File: src/rtl/timer_pkg.sv
// rtl/timer_pkg.sv - shared types and defaults for the timer/period_meter pair
package timer_pkg;

    localparam int PM_WIDTH = 32;

    typedef enum logic [1:0] {
        IDLE    = 2'd0,
        ARM     = 2'd1,
        MEASURE = 2'd2,
        HOLD    = 2'd3
    } pm_state_t;

endpackage

File: src/rtl/sync_edge_det.sv
// rtl/sync_edge_det.sv - pin synchronizer with rising-edge detector
module sync_edge_det #(
    parameter int SYNC_STAGES = 2
) (
    input  logic clk_i,
    input  logic rst_i,
    input  logic d_i,
    output logic rise_o
);

    logic [SYNC_STAGES-1:0] sync_q;
    logic                   prev_q;

    // Shift the pin through the synchronizer and remember the last synchronized value
    always_ff @(posedge clk_i) begin
        if (rst_i) begin
            sync_q <= '0;
            prev_q <= 1'b0;
        end else begin
            sync_q <= {sync_q[SYNC_STAGES-2:0], d_i};
            prev_q <= sync_q[SYNC_STAGES-1];
        end
    end

    assign rise_o = sync_q[SYNC_STAGES-1] & ~prev_q;

endmodule

File: src/rtl/period_meter.sv
// rtl/period_meter.sv - measures input period in clock cycles, valid/ready result
module period_meter
    import timer_pkg::*;
#(
    parameter int WIDTH       = PM_WIDTH,
    parameter int SYNC_STAGES = 2
) (
    input  logic             clk_i,
    input  logic             rst_i,
    input  logic             start_i,
    input  logic             sig_i,
    output logic [WIDTH-1:0] period_o,
    output logic             valid_o,
    input  logic             ready_i,
    output logic             overflow_o,
    output logic             busy_o
);

    pm_state_t        state_q;
    pm_state_t        state_d;
    logic             rise;
    logic [WIDTH-1:0] count_q;
    logic             count_sat;

    sync_edge_det #(
        .SYNC_STAGES(SYNC_STAGES)
    ) u_sync_edge_det (
        .clk_i  (clk_i),
        .rst_i  (rst_i),
        .d_i    (sig_i),
        .rise_o (rise)
    );

    assign count_sat = &count_q;

    // State register
    always_ff @(posedge clk_i) begin
        if (rst_i) begin
            state_q <= IDLE;
        end else begin
            state_q <= state_d;
        end
    end

    // Next-state logic; edges only matter in ARM and MEASURE
    always_comb begin
        state_d = state_q;
        case (state_q)
            IDLE:    if (start_i) state_d = ARM;
            ARM:     if (rise) state_d = MEASURE;
            MEASURE: if (rise || count_sat) state_d = HOLD;
            HOLD:    if (ready_i) state_d = start_i ? ARM : IDLE;
            default: state_d = IDLE;
        endcase
    end

    // Status outputs decoded from the current state only, so valid never follows ready combinationally
    always_comb begin
        valid_o = 1'b0;
        busy_o  = 1'b0;
        case (state_q)
            ARM, MEASURE: busy_o  = 1'b1;
            HOLD:         valid_o = 1'b1;
            default:      ;
        endcase
    end

    // Saturating counter and result registers; the result is only written when leaving MEASURE
    always_ff @(posedge clk_i) begin
        if (rst_i) begin
            count_q    <= '0;
            period_o   <= '0;
            overflow_o <= 1'b0;
        end else begin
            case (state_q)
                ARM: begin
                    if (rise) count_q <= WIDTH'(1);
                end
                MEASURE: begin
                    if (rise) begin
                        period_o   <= count_q;
                        overflow_o <= 1'b0;
                    end else if (count_sat) begin
                        period_o   <= '1;
                        overflow_o <= 1'b1;
                    end else begin
                        count_q <= count_q + WIDTH'(1);
                    end
                end
                default: ;
            endcase
        end
    end

endmodule
File: config.mk
export PLATFORM = sky130hd
export DESIGN_NAME = period_meter
export DESIGN_NICKNAME = d
export VERILOG_FILES = /design/src/rtl/timer_pkg.sv /design/src/rtl/sync_edge_det.sv /design/src/rtl/period_meter.sv
export SDC_FILE = /design/constraint.sdc
export NUM_CORES = 1
export LEC_CHECK = 0
export CORE_AREA = 2 2 100 83
export DETAILED_ROUTE_END_ITERATION = 8
export DIE_AREA = 0 0 102 85
export DONT_BUFFER_PORTS = 1
export PLACE_DENSITY_LB_ADDON = 0.1
export SLEW_MARGIN = 30
export SYNTH_ARGS = -nofsm -noshare
export SYNTH_HDL_FRONTEND = slang
export SYNTH_SLANG_ARGS = --single-unit
File: constraint.sdc
create_clock -name clk_i -period 3.9 [get_ports clk_i]
set_input_delay 0.975 -clock clk_i [delete_from_list [all_inputs] [get_ports clk_i]]
set_output_delay 0.975 -clock clk_i [all_outputs]
set_load 0.005 [all_outputs]
==> impl_results.md, run 1 <==
* Average wire per cell in the routed design at 19.6 um
* HPWL after detailed placement at 5.84 mm
* Critical Path Sink Type: register
* Setup bufs post-CTS at 0
* WL final at 8.88 mm
* IO Port Bufs at 0
* Tightest Hold Check Type: register to register
* Family with the most delay on the worst path: simple AND/OR/NAND/NOR gates
* Count of final setup violators at 0
* Area of the core at 0.00769 mm2
* Number of H-tree branching levels at 3
* Worst Path Arrival at 2960 ps
* Cell with the most instances after synthesis: sky130_fd_sc_hd__dfxtp_1
* Post-Route Skew at 6.88 ps
* #FFs+latches synth at 70
* Clock tree root driver cell: sky130_fd_sc_hd__clkbuf_8
* Synth top area cells: sky130_fd_sc_hd__dfxtp_1 42%, sky130_fd_sc_hd__o221a_2 9.1%, sky130_fd_sc_hd__nand2_1 3.2%, sky130_fd_sc_hd__nand4_1 2.8%, sky130_fd_sc_hd__a311oi_1 2.6%
* Number of violations of the max-capacitance limit at 0
* Multiplexer share of the synthesized area at 0.00298
* Total GRT Usage at 0.218
* Register share of total power at 0.482
* Average cell area after synthesis at 9.56 um2
* Count of antenna-violating nets left after detailed routing at 0
* Largest voltage drop on the vdd net at 0.000210 V
* Area leader, netlist: sky130_fd_sc_hd__dfxtp_1
* Delay of the slowest critical-path stage at 570 ps
* Post-synthesis compound-gate area fraction at 0.302
* Maximum number of pins on one net before global-route repair at 35
* Count of hold-fix buffers inserted at cts at 0
* Max_slew headroom at 0.426
* Max-slew violation count at 0
* Unrepaired setup endpoints after global routing: false
* Simple-gate area share of the yosys netlist at 0.198
* Remaining routing DRC violations at 0
* IO Count at 40
* Adder and majority gate portion of the synthesized area at 0.0224
* Number of antenna violations at the first check in global routing at 0
* Worst path required time at 4170 ps
* Highest attainable clock frequency at 371 MHz
* Share of flip-flops with an asynchronous set or reset after synthesis at 0
* First-pass GRT wire length at 14.6 mm
* Via count at 2865
* Number of buffers on the longest clock path at 2
* Final RePlAce weighted congestion at 0.858
* Crit Path Max Fanout at 26
* Post-synth design cell area at 0.00336 mm2
* Cts bufs inserted at 9
* Final Hold Slack at 448 ps
* Sinks on the clock net at 70
* Fin area at 0.00356 mm2
* Nets@finish at 352
* Net Switching at 0.519 mW
* Overflow left after global routing at 0
* TritonCTS clock tree: yes
* Combined buffer and inverter count along the critical path at 0
* Yosys top cell area share at 0.418
* Dominant register cell in the synthesized netlist: sky130_fd_sc_hd__dfxtp_1
* Final Hold Fails at 0
* Total placed instance area at 0.00340 mm2
* Main combinational cell family by area after synthesis: compound AO/OA/AOI/OAI gates
* Die X-Extent at 102 um
* Fraction of the core area covered by cells at the end of the flow at 0.463
* Detailed Route Iter0 Violations at 169
* Initial core utilization at 0.436
* Relative area change from synthesis to final layout at 6.04%
* Clock share of power at 0.310
* Total Neg Setup Slack at 0 ps
* Top cell types by occurrence after synthesis: 70 x sky130_fd_sc_hd__dfxtp_1, 29 x sky130_fd_sc_hd__nand2_1, 27 x sky130_fd_sc_hd__o221a_2, 19 x sky130_fd_sc_hd__clkbuf_1, 17 x sky130_fd_sc_hd__a21oi_1
* Xor and xnor fraction of the mapped netlist area at 0.00261
* Number of cells after detailed placement at 438
* Count of instances resized after the clock tree is built at 0
* Number of detailed-routing iterations run before antenna repair at 5
* Share of layout cells above drive strength 1 at 0.179
* Cell-by-cell trace of the critical path: ha_1 > nand3_1 > nor2_1 > a31o_4 > nand2_2 > a311oi_1
* Run status: complete, no violations
* Total leakage power at 1.14 nW
* Worst skew pair latency at 360 ps
* Worst slew pin tran at 859 ps
* YS warnings at 0
* Avg Vias per Cell at 6.31
* Final critical-path required period at 2700 ps
* Post-synth cell types at 59
* Placement row count at 29
* Filler-free cell count of the finished design at 454
* Combinational Power Share at 0.208
* CP max stage cell: sky130_fd_sc_hd__nor2_1
* Internal Pwr Total at 1.09 mW
* Switching power as a share of total power at 0.322
* Seq/Total Area, Yosys at 0.418
* Cell Pwr Density at 453 mW/mm2
* Setup Crit Path Kind: register to register
* Vias in the first global route at 2699
* Clock-pin slew of the registers on the worst-case setup and hold paths at 70 ps
* Chip Height at 85 um
* Post-synth net total at 362
* Antenna fix cells at 0
* CP Launch Type: register
* Post-synth EDFFs at 0
* Area of the die at 0.00867 mm2
* Cells after Synth at 351
* Final critical-path share of the clock period at 0.691
## cell usage in the layout (no fill, tap or decap), types with 7 or more instances in the layout
cell type                   n
sky130_fd_sc_hd__a311oi_1  10
sky130_fd_sc_hd__dfxtp_1   70
sky130_fd_sc_hd__nand2_1   29
sky130_fd_sc_hd__o221a_2   27
sky130_fd_sc_hd__a21oi_1   17
sky130_fd_sc_hd__clkbuf_8   9
sky130_fd_sc_hd__nor2_1    14
sky130_fd_sc_hd__inv_1      9
sky130_fd_sc_hd__nand3_1   16
sky130_fd_sc_hd__buf_4      7
sky130_fd_sc_hd__nand4_1   15
sky130_fd_sc_hd__o21ai_0    8
sky130_fd_sc_hd__nor3_1     8
## area by class of cell
type | count | area (um2)
Clock buffer | 12 | 135
Clock inverter | 4 | 23.8
Fill cell | 750 | 4130
Inverter | 10 | 37.5
Multi-Input combinational cell | 243 | 1770
Sequential cell | 70 | 1400
Tap cell | 108 | 135
Timing Repair Buffer | 7 | 52.6
## final timing paths
path | start | endpoint | slack (ps) | cells after the start
min reg2reg | u_sync_edge_det.sync_q[0] | u_sync_edge_det.sync_q[1] | 450 | 1
max reg2reg | count_q[0] | count_q[9] | 1200 | 6
max | count_q[0] | count_q[9] | 1200 | 6
min | u_sync_edge_det.sync_q[0] | u_sync_edge_det.sync_q[1] | 450 | 1
## sequential cells by signal (all words and copies together), names as in the netlist
name,count
count_q,32
period_o,32
state_q,2
u_sync_edge_det.sync_q,2
overflow_o,1
u_sync_edge_det.prev_q,1
## logic make-up (layout without fill, tap and decap cells)
kind of cell               after synthesis  count (layout)
buffers and inverters                   38              33
adders and majority gates                6               6
muxes                                    1               1
and+or+nand+nor                        119             119
DFF                                     70              70
xor gates and xnor gates                 1               1
AOI/OAI and AO/OA                      116             116
## power groups by stage
| stage | clock [mW] | sequential [mW] | combinational [mW] |
|---|---|---|---|
| finish | 0.499 | 0.777 | 0.335 |
| global route | 0.546 | 0.782 | 0.371 |
| CTS | 0.514 | 0.777 | 0.332 |
| floorplan | 0 | 0.780 | 0.280 |
| detailed placement | 0 | 0.793 | 0.330 |
| global placement | 0 | 0.792 | 0.324 |
## per-stage QoR
| stage | setup WS (ps) | power, mW |
|---|---|---|
| detailed placement | 1240 | 1.12 |
| floorplan | 1750 | 1.06 |
| global placement | 1240 | 1.12 |
| finish | 1200 | 1.61 |
| CTS | 1210 | 1.62 |
| global route | 903 | 1.70 |
## per-layer routing
metal | vias to the layer above | track usage | routed length, um
met2 | 109 | 0.288 | 3610
met4 | 0 | 0.0873 | 172
met1 | 1355 | 0.325 | 4520
li1 | 1385 | - | -
met3 | 16 | 0.0675 | 579
met5 | - | 0 | 0
(Power assumes the default switching activity.)
==> run 2: changes to the inputs <==
==> constraint.sdc (replaced) <==
create_clock -name clk_i -period 2.3 [get_ports clk_i]
set_input_delay 0.575 -clock clk_i [delete_from_list [all_inputs] [get_ports clk_i]]
set_output_delay 0.575 -clock clk_i [all_outputs]
set_load 0.005 [all_outputs]
==> run 2 against run 1 <==
Net effect:
- core utilization grew 3.8 points
- combinational power grew 87%
- final cell count grew 5.1%
- critical path type unchanged
- largest cell class unchanged
- worst setup slack lost 1000 ps
- routed wire length grew 1.8%
- first-iteration DRC count grew 41%
- worst hold slack lost 150 ps
- sequential share of layout area shrank 3.0 points
==> impl_results.md, run 2 (synthesis results as in run 1) <==
* Total GRT Usage at 0.216 (-0.00219)
* Biggest regs: count_q x32, period_o x32
* CP most frequent cell: sky130_fd_sc_hd__buf_4
* Clock-pin slew of the registers on the worst-case setup and hold paths at 70 ps (about the same)
* WL final at 9.04 mm (+1.8%)
* IO Count at 40 (unchanged)
* Share of layout cells above drive strength 1 at 0.244 (+0.0647)
* Post-Route Skew at 4.77 ps (-2.11 ps)
* Total Neg Setup Slack at 0 ps (unchanged)
* Detailed Route Iter0 Violations at 239 (+41%)
* Antenna fix cells at 0 (unchanged)
* First-pass GRT wire length at 14.7 mm (+0.52%)
* Reg2Reg Depth at 8 (+2)
* Fin area at 0.00385 mm2 (+8.1%)
* Count of hold-fix buffers inserted at cts at 0 (unchanged)
* Placement row count at 29 (unchanged)
* Highest attainable clock frequency at 472 MHz (+27%)
* Overflow left after global routing at 0 (unchanged)
* Crit Path Max Fanout at 15 (-42%)
* Worst Path Arrival at 2330 ps (-630 ps)
* Family with the most delay on the worst path: flip-flops
* Worst path required time at 2510 ps (-1660 ps)
* Count of antenna-violating nets left after detailed routing at 0 (unchanged)
* Tightest Hold Check Type: primary input to register
* Final Hold Slack at 303 ps (-145 ps)
* Cell Pwr Density at 808 mW/mm2 (+79%)
* Leading cell type in the layout, fill and taps excluded: sky130_fd_sc_hd__dfxtp_1
* Hold Startpoint: rst_i
* Number of H-tree branching levels at 3 (unchanged)
* Remaining routing DRC violations at 0 (unchanged)
* Final critical-path required period at 2120 ps (-576 ps)
* Number of buffers on the longest clock path at 2 (unchanged)
* Count of cells along the worst hold path at 1 (unchanged)
* Final Hold Fails at 0 (unchanged)
* Unrepaired setup endpoints after global routing: false
* Reg-to-reg endpoint: count_q[17]
* Via count at 2939 (+2.6%)
* Max_slew headroom at 0.604 (+0.178)
* Combined buffer and inverter count along the critical path at 2 (+2)
* Maximum number of pins on one net before global-route repair at 35 (unchanged)
* Cts bufs inserted at 9 (unchanged)
* Cell-by-cell trace of the critical path: ha_1 > nand3_1 > nor2_1 > buf_4 > a31oi_2 > buf_4 > a41oi_1 > a311oi_1
* Chip Height at 85 um (unchanged)
* TritonCTS clock tree: yes
* CP max stage cell: sky130_fd_sc_hd__dfxtp_1
* HPWL after detailed placement at 6.14 mm (+5.1%)
* Max-slew violation count at 0 (unchanged)
* Top library cells by usage in the layout, fill and taps aside: 70 x sky130_fd_sc_hd__dfxtp_1, 29 x sky130_fd_sc_hd__nand2_1, 28 x sky130_fd_sc_hd__buf_4
* IO Port Bufs at 0 (unchanged)
* Area of the die at 0.00867 mm2 (unchanged)
* Final critical-path share of the clock period at 0.922 (+0.230)
* Delay of the slowest critical-path stage at 460 ps (-110 ps)
* Nets@finish at 376 (+6.8%)
* CP Launch Type: register
* Critical Path Sink Type: register
* Initial core utilization at 0.436 (unchanged)
* Sinks on the clock net at 70 (unchanged)
* Setup Crit Path Kind: register to register
* Worst skew pair latency at 340 ps (-20 ps)
* Worst slew pin tran at 593 ps (-266 ps)
* Avg Vias per Cell at 6.16 (-2.4%)
* Final RePlAce weighted congestion at 0.861 (+0.34%)
* Number of violations of the max-capacitance limit at 0 (unchanged)
* Endpoint, Worst Hold: count_q[9]
* Total leakage power at 1.30 nW (+14%)
* Count of final setup violators at 0 (unchanged)
* Die X-Extent at 102 um (unchanged)
* Number of detailed-routing iterations run before antenna repair at 4 (-1)
* Average wire per cell in the routed design at 19.0 um (-3.1%)
* Relative area change from synthesis to final layout at 14.7%
* Run status: complete, no violations
* Total placed instance area at 0.00359 mm2 (+5.6%)
* Clock tree root driver cell: sky130_fd_sc_hd__clkbuf_8
* Vias in the first global route at 2763 (+2.4%)
* Register-to-register path setup slack at 180 ps (-1020 ps)
* Area of the core at 0.00769 mm2 (unchanged)
* Number of antenna violations at the first check in global routing at 0 (unchanged)
* Largest voltage drop on the vdd net at 0.000547 V (+160%)
* Beginning of the worst register-to-register path: count_q[1]
==> run 2: layer usage <==
layer  vias to the layer above  share of wire  global-route usage
li1                       1436              -                   -
met4                         0          0.022              0.0752
met2                       110           0.41               0.301
met5                         -              0                   0
met3                        19          0.065              0.0502
met1                      1374           0.50               0.323
==> run 2: worst max-delay path by stage <==
stage          startpoint          end  slack (ps)  cells after the start
6_report       count_q[1]  count_q[17]         180                      8
5_1_grt        count_q[1]  count_q[14]          30                      7
2_1_floorplan  state_q[0]  count_q[30]         150                      9
4_1_cts        count_q[1]  count_q[14]          90                      7
3_3_place_gp   count_q[1]  count_q[14]         110                      7
3_5_place_dp   count_q[1]  count_q[14]         110                      7
==> run 2: final cells by class <==
| cell class | count | area, um2 |
|---|---|---|
| Timing Repair Buffer | 30 | 250 |
| Tap cell | 108 | 135 |
| Clock inverter | 6 | 111 |
| Clock buffer | 9 | 124 |
| Inverter | 10 | 37.5 |
| Sequential cell | 70 | 1400 |
| Fill cell | 743 | 3840 |
| Multi-Input combinational cell | 244 | 1790 |
==> run 2: metrics by stage <==
step / cells / power (mW) / worst slack [ps] / util
finish: 477 / 3.11 / 180 / 0.500
global route: 477 / 3.27 / 27.1 / 0.500
CTS: 475 / 3.12 / 85.1 / 0.497
detailed placement: 460 / 1.94 / 112 / 0.467
global placement: 460 / 1.94 / 106 / 0.467
floorplan: 351 / 1.80 / 152 / -
==> run 2: what timing repair did <==
item,CTS,global route
setup endpoints to repair,0,5
setup buffers,0,1
resized for setup,0,2
==> run 2: worst register-to-register path, cell delays in order, from the launching register on <==
cell and delay [ps]:
sky130_fd_sc_hd__dfxtp_1 460, sky130_fd_sc_hd__ha_1 230, sky130_fd_sc_hd__nand3_1 170, sky130_fd_sc_hd__nor2_1 280
sky130_fd_sc_hd__buf_4 230, sky130_fd_sc_hd__a31oi_2 90, sky130_fd_sc_hd__buf_4 200, sky130_fd_sc_hd__a41oi_1 250
sky130_fd_sc_hd__a311oi_1 70
==> run 2: power breakdown <==
part | total [mW] | switching (mW) | leakage (nW) | internal [mW]
Clock | 1.18 | 0.463 | 0.115 | 0.714
Combinational | 0.627 | 0.391 | 0.615 | 0.236
Sequential | 1.31 | 0.0420 | 0.565 | 1.26
